File: src/rtl/counter_pkg.sv
// Shared types and default sizes for the bounded up/down counter family.
// The CNT_SATURATE_EN macro (used in counter_next_calc) selects saturate vs wrap on a limit crossing.
package counter_pkg;

    localparam int CNT_WIDTH_DEF  = 8;
    localparam int CNT_STEP_W_DEF = 4;

    typedef enum logic [1:0] {
        OP_HOLD,
        OP_LOAD,
        OP_UP,
        OP_DOWN
    } cnt_op_e;

endpackage

File: src/rtl/counter_next_calc.sv
// Combinational next-count and limit-crossing detection for one count step.
// CNT_SATURATE_EN defined: pin at the crossed bound; undefined: wrap to the opposite bound.
module counter_next_calc
    import counter_pkg::*;
#(
    parameter int WIDTH  = CNT_WIDTH_DEF,
    parameter int STEP_W = CNT_STEP_W_DEF
) (
    input  logic [WIDTH-1:0]  cnt_i,
    input  logic [STEP_W-1:0] step_i,
    input  logic              up_i,
    input  logic [WIDTH-1:0]  limit_lo_i,
    input  logic [WIDTH-1:0]  limit_hi_i,
    output logic [WIDTH-1:0]  nxt_o,
    output logic              cross_o
);

    logic [WIDTH:0] step_x;
    logic [WIDTH:0] sum;
    logic [WIDTH:0] diff;

    // One extra bit keeps the carry/borrow visible so nothing wraps silently.
    assign step_x = {{(WIDTH + 1 - STEP_W){1'b0}}, step_i};
    assign sum    = {1'b0, cnt_i} + step_x;
    assign diff   = {1'b0, cnt_i} - step_x;

    always_comb begin
        nxt_o   = cnt_i;
        cross_o = 1'b0;
        if (up_i) begin
            cross_o = (sum > {1'b0, limit_hi_i});
`ifdef CNT_SATURATE_EN
            nxt_o   = cross_o ? limit_hi_i : sum[WIDTH-1:0];
`else
            nxt_o   = cross_o ? limit_lo_i : sum[WIDTH-1:0];
`endif
        end else begin
            cross_o = diff[WIDTH] || (diff[WIDTH-1:0] < limit_lo_i);
`ifdef CNT_SATURATE_EN
            nxt_o   = cross_o ? limit_lo_i : diff[WIDTH-1:0];
`else
            nxt_o   = cross_o ? limit_hi_i : diff[WIDTH-1:0];
`endif
        end
    end

endmodule

File: src/rtl/updn_counter_param.sv
// Parametrised bounded up/down counter with load, step, terminal-count pulse and sticky overflow.
// Crossing behaviour (saturate vs wrap) is selected by CNT_SATURATE_EN inside counter_next_calc.
module updn_counter_param
    import counter_pkg::*;
#(
    parameter int               WIDTH     = CNT_WIDTH_DEF,
    parameter int               STEP_W    = CNT_STEP_W_DEF,
    parameter logic [WIDTH-1:0] RESET_VAL = '0
) (
    input  logic              clk,
    input  logic              rst_,
    input  logic              ld_cnt_,
    input  logic              count_enb,
    input  logic              updn_cnt,
    input  logic [STEP_W-1:0] step,
    input  logic [WIDTH-1:0]  data_in,
    input  logic [WIDTH-1:0]  limit_lo,
    input  logic [WIDTH-1:0]  limit_hi,
    input  logic              clr_ovf,
    output logic [WIDTH-1:0]  data_out,
    output logic              tc,
    output logic              ovf_sticky
);

    cnt_op_e          op;
    logic [WIDTH-1:0] cnt_q, cnt_d;
    logic             tc_q, tc_d;
    logic             ovf_q, ovf_d;
    logic [WIDTH-1:0] calc_nxt;
    logic             calc_cross;

    // Zero step or an inverted range makes an enabled count a plain hold.
    always_comb begin
        op = OP_HOLD;
        if (!ld_cnt_) begin
            op = OP_LOAD;
        end else if (count_enb && (step != '0) && (limit_hi >= limit_lo)) begin
            op = updn_cnt ? OP_UP : OP_DOWN;
        end
    end

    counter_next_calc #(
        .WIDTH  (WIDTH),
        .STEP_W (STEP_W)
    ) u_next_calc (
        .cnt_i      (cnt_q),
        .step_i     (step),
        .up_i       (op == OP_UP),
        .limit_lo_i (limit_lo),
        .limit_hi_i (limit_hi),
        .nxt_o      (calc_nxt),
        .cross_o    (calc_cross)
    );

    always_comb begin
        cnt_d = cnt_q;
        tc_d  = 1'b0;
        case (op)
            OP_LOAD: cnt_d = data_in;
            OP_UP, OP_DOWN: begin
                cnt_d = calc_nxt;
                tc_d  = calc_cross;
            end
            default: ;
        endcase
        ovf_d = tc_d ? 1'b1 : (clr_ovf ? 1'b0 : ovf_q);
    end

    always_ff @(posedge clk or negedge rst_) begin
        if (!rst_) begin
            cnt_q <= RESET_VAL;
            tc_q  <= 1'b0;
            ovf_q <= 1'b0;
        end else begin
            cnt_q <= cnt_d;
            tc_q  <= tc_d;
            ovf_q <= ovf_d;
        end
    end

    assign data_out   = cnt_q;
    assign tc         = tc_q;
    assign ovf_sticky = ovf_q;

endmodule

File: config.mk
export PLATFORM = sky130hd
export DESIGN_NAME = updn_counter_param
export DESIGN_NICKNAME = d
export VERILOG_FILES = /design/src/rtl/counter_pkg.sv /design/src/rtl/counter_next_calc.sv /design/src/rtl/updn_counter_param.sv
export SDC_FILE = /design/constraint.sdc
export NUM_CORES = 1
export LEC_CHECK = 0
export ABC_AREA = 1
export BUFFER_PORTS_ARGS = -buffer_cell sky130_fd_sc_hd__buf_2
export CAP_MARGIN = 20
export CORE_UTILIZATION = 50
export DETAILED_ROUTE_END_ITERATION = 8
export PLACE_DENSITY_LB_ADDON = 0.1
export SLEW_MARGIN = 20
export SYNTH_ARGS = -nofsm -noshare
export SYNTH_HDL_FRONTEND = slang
export SYNTH_SLANG_ARGS = --single-unit
File: constraint.sdc
create_clock -name clk -period 4.6 [get_ports clk]
set_input_delay 0.46 -clock clk [delete_from_list [all_inputs] [get_ports clk]]
set_output_delay 0.46 -clock clk [all_outputs]
set_load 0.005 [all_outputs]
==> impl_metrics.env, run 1 <==
export IMPL_grt_pass1_vias=1835
export IMPL_end_kind="flip-flop"
export IMPL_final_antenna_net_count=0
export IMPL_ctsResizeCount=0
export IMPL_core_area_um2=3720
export IMPL_final_common_cell="nand2_1"
export IMPL_min_period_ns=3.18
export IMPL_vias_per_cell=5.09
export IMPL_antenna_found_initial=0
export IMPL_status="complete, no violations"
export IMPL_cts_buffer_depth=2
export IMPL_cts_sinks=10
export IMPL_ios=44
export IMPL_numCtsBuffers=3
export IMPL_setup_viol=0
export IMPL_start_util_pct=52.9
export IMPL_fill_cells=392
export IMPL_htree_levels=1
export IMPL_cts_clk_slew_worst_paths_ns=0.05
export IMPL_final_cell_mix="105 x nand2_1, 61 x inv_1, 43 x buf_2"
export IMPL_maxSlewViolCount=0
export IMPL_wl_mm=5.12
export IMPL_fin_tns_setup_ns=0
export IMPL_ir_drop_uv=183
export IMPL_leakagePower_uw=0.00142
export IMPL_drcViolationCount=0
export IMPL_dp_hpwl_mm=4.30
export IMPL_grt_overflow=0
export IMPL_grt_setup_unrepaired="no"
export IMPL_worstMarginPinSlew_ns=0.366
export IMPL_synth_cell_types=31
export IMPL_synth_area_um2=1970
export IMPL_cts_setup_buffers=0
export IMPL_drive_above_1_share_pct=17.9
export IMPL_n_antenna_cell=0
export IMPL_first_pass_iters=5
export IMPL_p_total_uw=682
export IMPL_path_cells="ha_1 > fa_1 > nand2_1 > nand2_1 > nand2_2 > nor2_4 > xor2_1 > inv_1 > ha_1 > a21o_1 > a21oi_1 > nand2_1 > nand2_2 > nand2_4 > o21ai_0 > o22ai_1"
export IMPL_yosys_warnings=0
export IMPL_cts_tree="done"
export IMPL_path_common_cell="nand2_1"
export IMPL_worst_hold_path_type="in2async"
export IMPL_syn_to_final_growth_pct=15.8
export IMPL_place_congestion=0.885
export IMPL_grt_pass1_wl_mm=8.73
export IMPL_crit_slowest_cell="fa_1"
export IMPL_slew_headroom_pct=75.5
export IMPL_max_freq_mhz=314
export IMPL_fin_nets=432
export IMPL_numPortBuffers=43
export IMPL_cts_root_buf="clkbuf_8"
export IMPL_power_density_nw_per_um2=299
export IMPL_track_usage_pct=26.9
export IMPL_insertion_delay_ns=0.24
export IMPL_synth_cells=319
export IMPL_cp_max_fo=9
export IMPL_synth_seq_area_share_pct=12.7
export IMPL_mappedNetlistNets=386
export IMPL_skew_ns=0.00155
export IMPL_die_h_um=64.7
export IMPL_slowest_delay_ns=0.42
export IMPL_routedWlPerCell_um=12.4
export IMPL_die_x_um=64.7
export IMPL_dieArea_um2=4190
export IMPL_grt_max_degree=12
export IMPL_cts_hold_buf=0
export IMPL_vias=2097
export IMPL_row_count=22
export IMPL_avgSynthCellArea_um2=6.17
export IMPL_cp_start_kind="flip-flop"
export IMPL_cp_data_required_time_ns=4.70
export IMPL_drt_iter0_drc=130
export IMPL_ys_ff_latch=10
export IMPL_crit_type="reg2reg"
export IMPL_cap_violations=0
export IMPL_finalHoldViolCount=0
export IMPL_period_share_pct=69.2
export IMPL_worstPathArrival_ns=3.29
-- final timing paths --
check / startpoint / slack (ns) / depth (start not counted) / to
max: data_out[0] / 1.42 / 16 / ovf_sticky
min: rst_ / 0.07 / 1 / data_out[4]
max reg2reg: data_out[0] / 1.42 / 16 / ovf_sticky
min reg2reg: data_out[2] / 0.55 / 2 / data_out[2]
max in group asynchronous: rst_ / 4.34 / 1 / data_out[2]
min in group clk: data_in[3] / 0.44 / 3 / data_out[3]
-- final cells by class --
class                      instances  area [um^2]  share of cell area (%)
tap                               48         60.1                    2.64
multi-input combinational        241         1440                    63.3
inverter                          66          255                    11.2
clock buffer                       4         55.1                    2.42
sequential                        10          250                    11.0
timing repair buffer              43          215                    9.45
-- per-layer routing --
layer	wire length (um)	global-route usage [%]
met3	234	2.82
met5	0	0
met4	47	4.17
met2	2420	45.1
met1	2410	37.6
-- flip-flops by register name (all words and copies together), names as in the netlist --
name	cells
ovf_sticky	1
data_out	8
tc	1
-- logic make-up (layout without fill, tap and decap cells) --
family	after synthesis	in the layout	share of synthesized area, %
and+or+nand+nor	178	178	41.3
buffers and inverters	68	113	13.9
adders and majority gates	33	33	21.8
AOI/OAI and AO/OA	24	24	7.57
DFF	10	10	12.7
xor gates and xnor gates	6	6	2.67
-- per-stage QoR --
step | utilization, % | std cells | hold slack [ns] | worst slack (ns) | instance area [um^2]
after CTS | 61.3 | 412 | 0.0753 | 1.42 | 2280
after floorplan | - | 319 | 0.164 | 1.83 | 1970
after global placement | 59.8 | 408 | 0.329 | 1.28 | 2220
final | 61.3 | 412 | 0.0701 | 1.42 | 2280
after global routing | 61.3 | 412 | 0.0794 | 1.16 | 2280
after detailed placement | 59.8 | 408 | 0.331 | 1.27 | 2220
-- report_power, final --
| part | internal (uW) | switching [uW] |
|---|---|---|
| registers | 100 | 21.9 |
| clock network | 75.3 | 35.4 |
| logic | 167 | 282 |
| total | 343 | 339 |
-- worst max-delay path: cells and delay by family (launching register included) --
kind | cells | cell delay, ns
and+or+nand+nor | 7 | 0.69
buffers and inverters | 1 | 0.07
adders and majority gates | 3 | 0.94
xor gates and xnor gates | 1 | 0.22
AOI/OAI and AO/OA | 4 | 0.71
DFF | 1 | 0.41
-- Yosys cell counts --
cell,n,area (um^2)
a21boi_1,1,7.51
a21o_1,1,7.51
a21oi_1,9,45.0
and3_1,1,6.26
buf_4,1,7.51
buf_6,1,11.3
clkinv_2,2,10.0
dfrtp_1,10,250
fa_1,2,40.0
ha_1,31,388
inv_1,61,229
inv_2,2,7.51
inv_6,1,8.76
nand2_1,105,394
nand2_2,4,25.0
nand2_4,3,33.8
nand3_1,41,205
nand3_4,1,17.5
nand4_1,1,6.26
nand4_4,1,21.3
nor2_1,16,60.1
nor2_4,3,33.8
nor3_1,2,10.0
o21a_1,2,15.0
o21ai_0,4,20.0
o21ai_1,1,5.00
o21ai_4,1,16.3
o21bai_1,1,7.51
o22ai_1,4,25.0
xnor2_1,1,8.76
xor2_1,5,43.8
Note: power is estimated with default switching activity, not from simulation.
==> run 2, diff against run 1 <==
Settings changed: ABC_AREA 1 to 0.
Clock period 4.6 ns to 3 ns, I/O delays scaled along.
==> impl_metrics.env, run 2 <==
export IMPL_final_cell_mix="43 x buf_2, 38 x buf_4, 27 x ha_1"
export IMPL_numPortBuffers=43
export IMPL_slowest_delay_ns=0.39
export IMPL_cp_data_required_time_ns=3.18
export IMPL_end_kind="flip-flop"
export IMPL_final_antenna_net_count=0
export IMPL_regArea_um2=250
export IMPL_place_congestion=0.887
export IMPL_cp_start_kind="flip-flop"
export IMPL_avgSynthCellArea_um2=8.24
export IMPL_drt_iter0_drc=70
export IMPL_mappedNetlistNets=279
export IMPL_cts_sinks=10
export IMPL_fill_cells=262
export IMPL_synth_area_top_cells="ha_1 22%, dfrtp_1 14%, inv_1 6.0%"
export IMPL_period_share_pct=112
export IMPL_synth_edf_count=0
export IMPL_dp_hpwl_mm=4.18
export IMPL_routedWlPerCell_um=16.1
export IMPL_status="finished, violations left"
export IMPL_grt_overflow=0
export IMPL_maxSlewViolCount=0
export IMPL_n_antenna_cell=0
export IMPL_crit_type="reg2reg"
export IMPL_synth_async_reset_ratio_pct=100
export IMPL_synth_cell_types=48
export IMPL_multi_input_area_um2=1600
export IMPL_drcViolationCount=0
export IMPL_first_pass_iters=4
export IMPL_vias_per_cell=5.61
export IMPL_yosys_warnings=0
export IMPL_die_h_um=61.1
export IMPL_wl_mm=5.43
export IMPL_design_area_um2=2600
export IMPL_cp_max_fo=5
export IMPL_yosysTopAreaCell="ha_1"
export IMPL_synth_seq_area_share_pct=14.3
export IMPL_slew_headroom_pct=41.9
export IMPL_fin_nets=360
export IMPL_drive_above_1_share_pct=45.2
export IMPL_min_period_ns=3.37
export IMPL_cts_root_buf="clkbuf_4"
export IMPL_fin_ws_ns=-0.372
export IMPL_setup_viol=10
export IMPL_finalHoldViolCount=0
export IMPL_dpl_cell_area_um2=2310
export IMPL_leakagePower_uw=0.00130
export IMPL_dp_slack_ns=-0.383
export IMPL_cts_clk_slew_worst_paths_ns=0.07
export IMPL_ios=44
export IMPL_die_x_um=61.1
export IMPL_worst_hold_path_type="in2reg"
export IMPL_power_density_nw_per_um2=496
export IMPL_grt_max_degree=16
export IMPL_final_common_cell="buf_2"
export IMPL_grt_pass1_wl_mm=8.22
export IMPL_syn_to_final_growth_pct=48.7
export IMPL_numCtsBuffers=3
export IMPL_ys_ff_latch=10
export IMPL_worstMarginPinSlew_ns=0.868
export IMPL_largest_reg_flops=8
export IMPL_synth_most_common_cell="ha_1"
export IMPL_synth_area_um2=1750
export IMPL_path_cells="inv_2 > ha_4 > inv_2 > fa_2 > a21o_1 > a2111oi_4 > xnor2_2 > inv_2 > ha_4 > and4_1 > o221ai_2 > a21oi_2 > buf_4 > or2_1 > o2111ai_2 > o211ai_1"
export IMPL_worstPathArrival_ns=3.55
export IMPL_yosys_area_top_type_share_pct=22.2
export IMPL_start_util_pct=52.4
export IMPL_failed_checks="negative setup slack"
export IMPL_insertion_delay_ns=0.27
export IMPL_grt_setup_unrepaired="yes"
export IMPL_antenna_found_initial=0
export IMPL_grt_pass1_vias=1735
export IMPL_row_count=21
export IMPL_vias=1895
export IMPL_skew_ns=0.00361
export IMPL_cts_buffer_depth=2
export IMPL_htree_levels=1
export IMPL_synth_cells=212
export IMPL_postLayoutCoreUtil_pct=77.9
export IMPL_cap_violations=0
export IMPL_core_area_um2=3340
export IMPL_cts_tree="done"
export IMPL_track_usage_pct=30.5
export IMPL_ir_drop_uv=260
export IMPL_crit_slowest_cell="dfrtp_1"
export IMPL_path_common_cell="inv_2"
export IMPL_synthTopCellsByCount="31 x ha_1, 28 x inv_1, 14 x nand2_1, 11 x a21oi_1, 10 x dfrtp_1"
export IMPL_synthFlopType="dfrtp_1"
export IMPL_max_freq_mhz=297
export IMPL_dieArea_um2=3740
## run 2: cell count changes in the layout (fill, tap and decap cells not counted), moves of 4 or more
| cell | previous run | this run |
|---|---|---|
| nor2_1 | 16 | 8 |
| buf_4 | 0 | 38 |
| ha_1 | 31 | 27 |
| nand2_2 | 4 | 0 |
| nand2b_1 | 0 | 6 |
| inv_1 | 61 | 25 |
| a2bb2oi_1 | 0 | 7 |
| a21oi_2 | 0 | 5 |
| nand3_1 | 41 | 2 |
| mux2i_1 | 0 | 6 |
| o211ai_1 | 0 | 6 |
| ha_4 | 0 | 4 |
| o21ai_1 | 1 | 6 |
| nand2_1 | 105 | 14 |
## run 2: worst max-delay path: cells and delay by family (launching register included)
family / cells / cell delay [ns]
flip-flops: 1 / 0.39
AND/OR/NAND/NOR: 2 / 0.33
XOR/XNOR: 1 / 0.20
adder cells (fa/ha/maj): 3 / 0.76
buffers and inverters: 4 / 0.38
AO/OA/AOI/OAI: 6 / 1.23
## run 2: stage by stage
stage | cells | hold WS (ns) | power [uW] | TNS, ns
2_1_floorplan | 212 | 0.00441 | 708 | -0.333
3_3_place_gp | 326 | 0.183 | 962 | -2.59
3_5_place_dp | 326 | 0.178 | 973 | -3.14
4_1_cts | 333 | 0.234 | 1190 | -2.69
5_1_grt | 338 | 0.229 | 1380 | -3.96
6_report | 338 | 0.230 | 1290 | -2.99
## run 2: timing repair
action / 4_1_cts / 5_1_grt
setup endpoints to repair: 10 / 10
pin swaps: 20 / 17
hold endpoints to repair: 10 / 0
hold buffers: 1 / 0
buffers inserted: 2 / 5
gates resized for setup: 19 / 17
## run 2: area by class of cell
class / count / area share, %
inverters: 29 / 4.19
clock buffers: 4 / 1.40
well taps: 46 / 2.21
multi-input cells: 165 / 61.7
flip-flops and latches: 10 / 9.63
repair buffers: 84 / 20.8
## run 2: worst paths after layout
path / slack, ns / start / endpoint / cells past startpoint
max reg2reg: -0.37 / data_out[0] / data_out[5] / 16
max in group asynchronous: 2.39 / rst_ / data_out[5] / 2
min reg2reg: 0.56 / ovf_sticky / ovf_sticky / 2
min in group asynchronous: 0.41 / rst_ / data_out[1] / 2
max: -0.37 / data_out[0] / data_out[5] / 16
min: 0.23 / clr_ovf / ovf_sticky / 2
## run 2: power breakdown
part           internal [uW]  switching [uW]
Combinational            499             498
Clock                   73.8            52.1
Sequential               153            14.8
## run 2: cell families (layout without fill, tap and decap cells)
| family | after synthesis | in the layout | share of synthesized area, % |
|---|---|---|---|
| flip-flops | 10 | 10 | 14.3 |
| AO/OA/AOI/OAI | 62 | 62 | 26.3 |
| buffers and inverters | 37 | 117 | 8.95 |
| AND/OR/NAND/NOR | 49 | 49 | 14.6 |
| adder cells (fa/ha/maj) | 33 | 33 | 24.5 |
| multiplexers | 10 | 10 | 5.87 |
| XOR/XNOR | 11 | 11 | 5.51 |
## run 2: layer usage
layer | global-route usage [%] | wire, um | part of all wire, %
met5 | 0 | 0 | 0
met4 | 6.82 | 74 | 1.4
met3 | 1.89 | 278 | 5.1
met2 | 53.1 | 2640 | 49
met1 | 41.3 | 2430 | 45
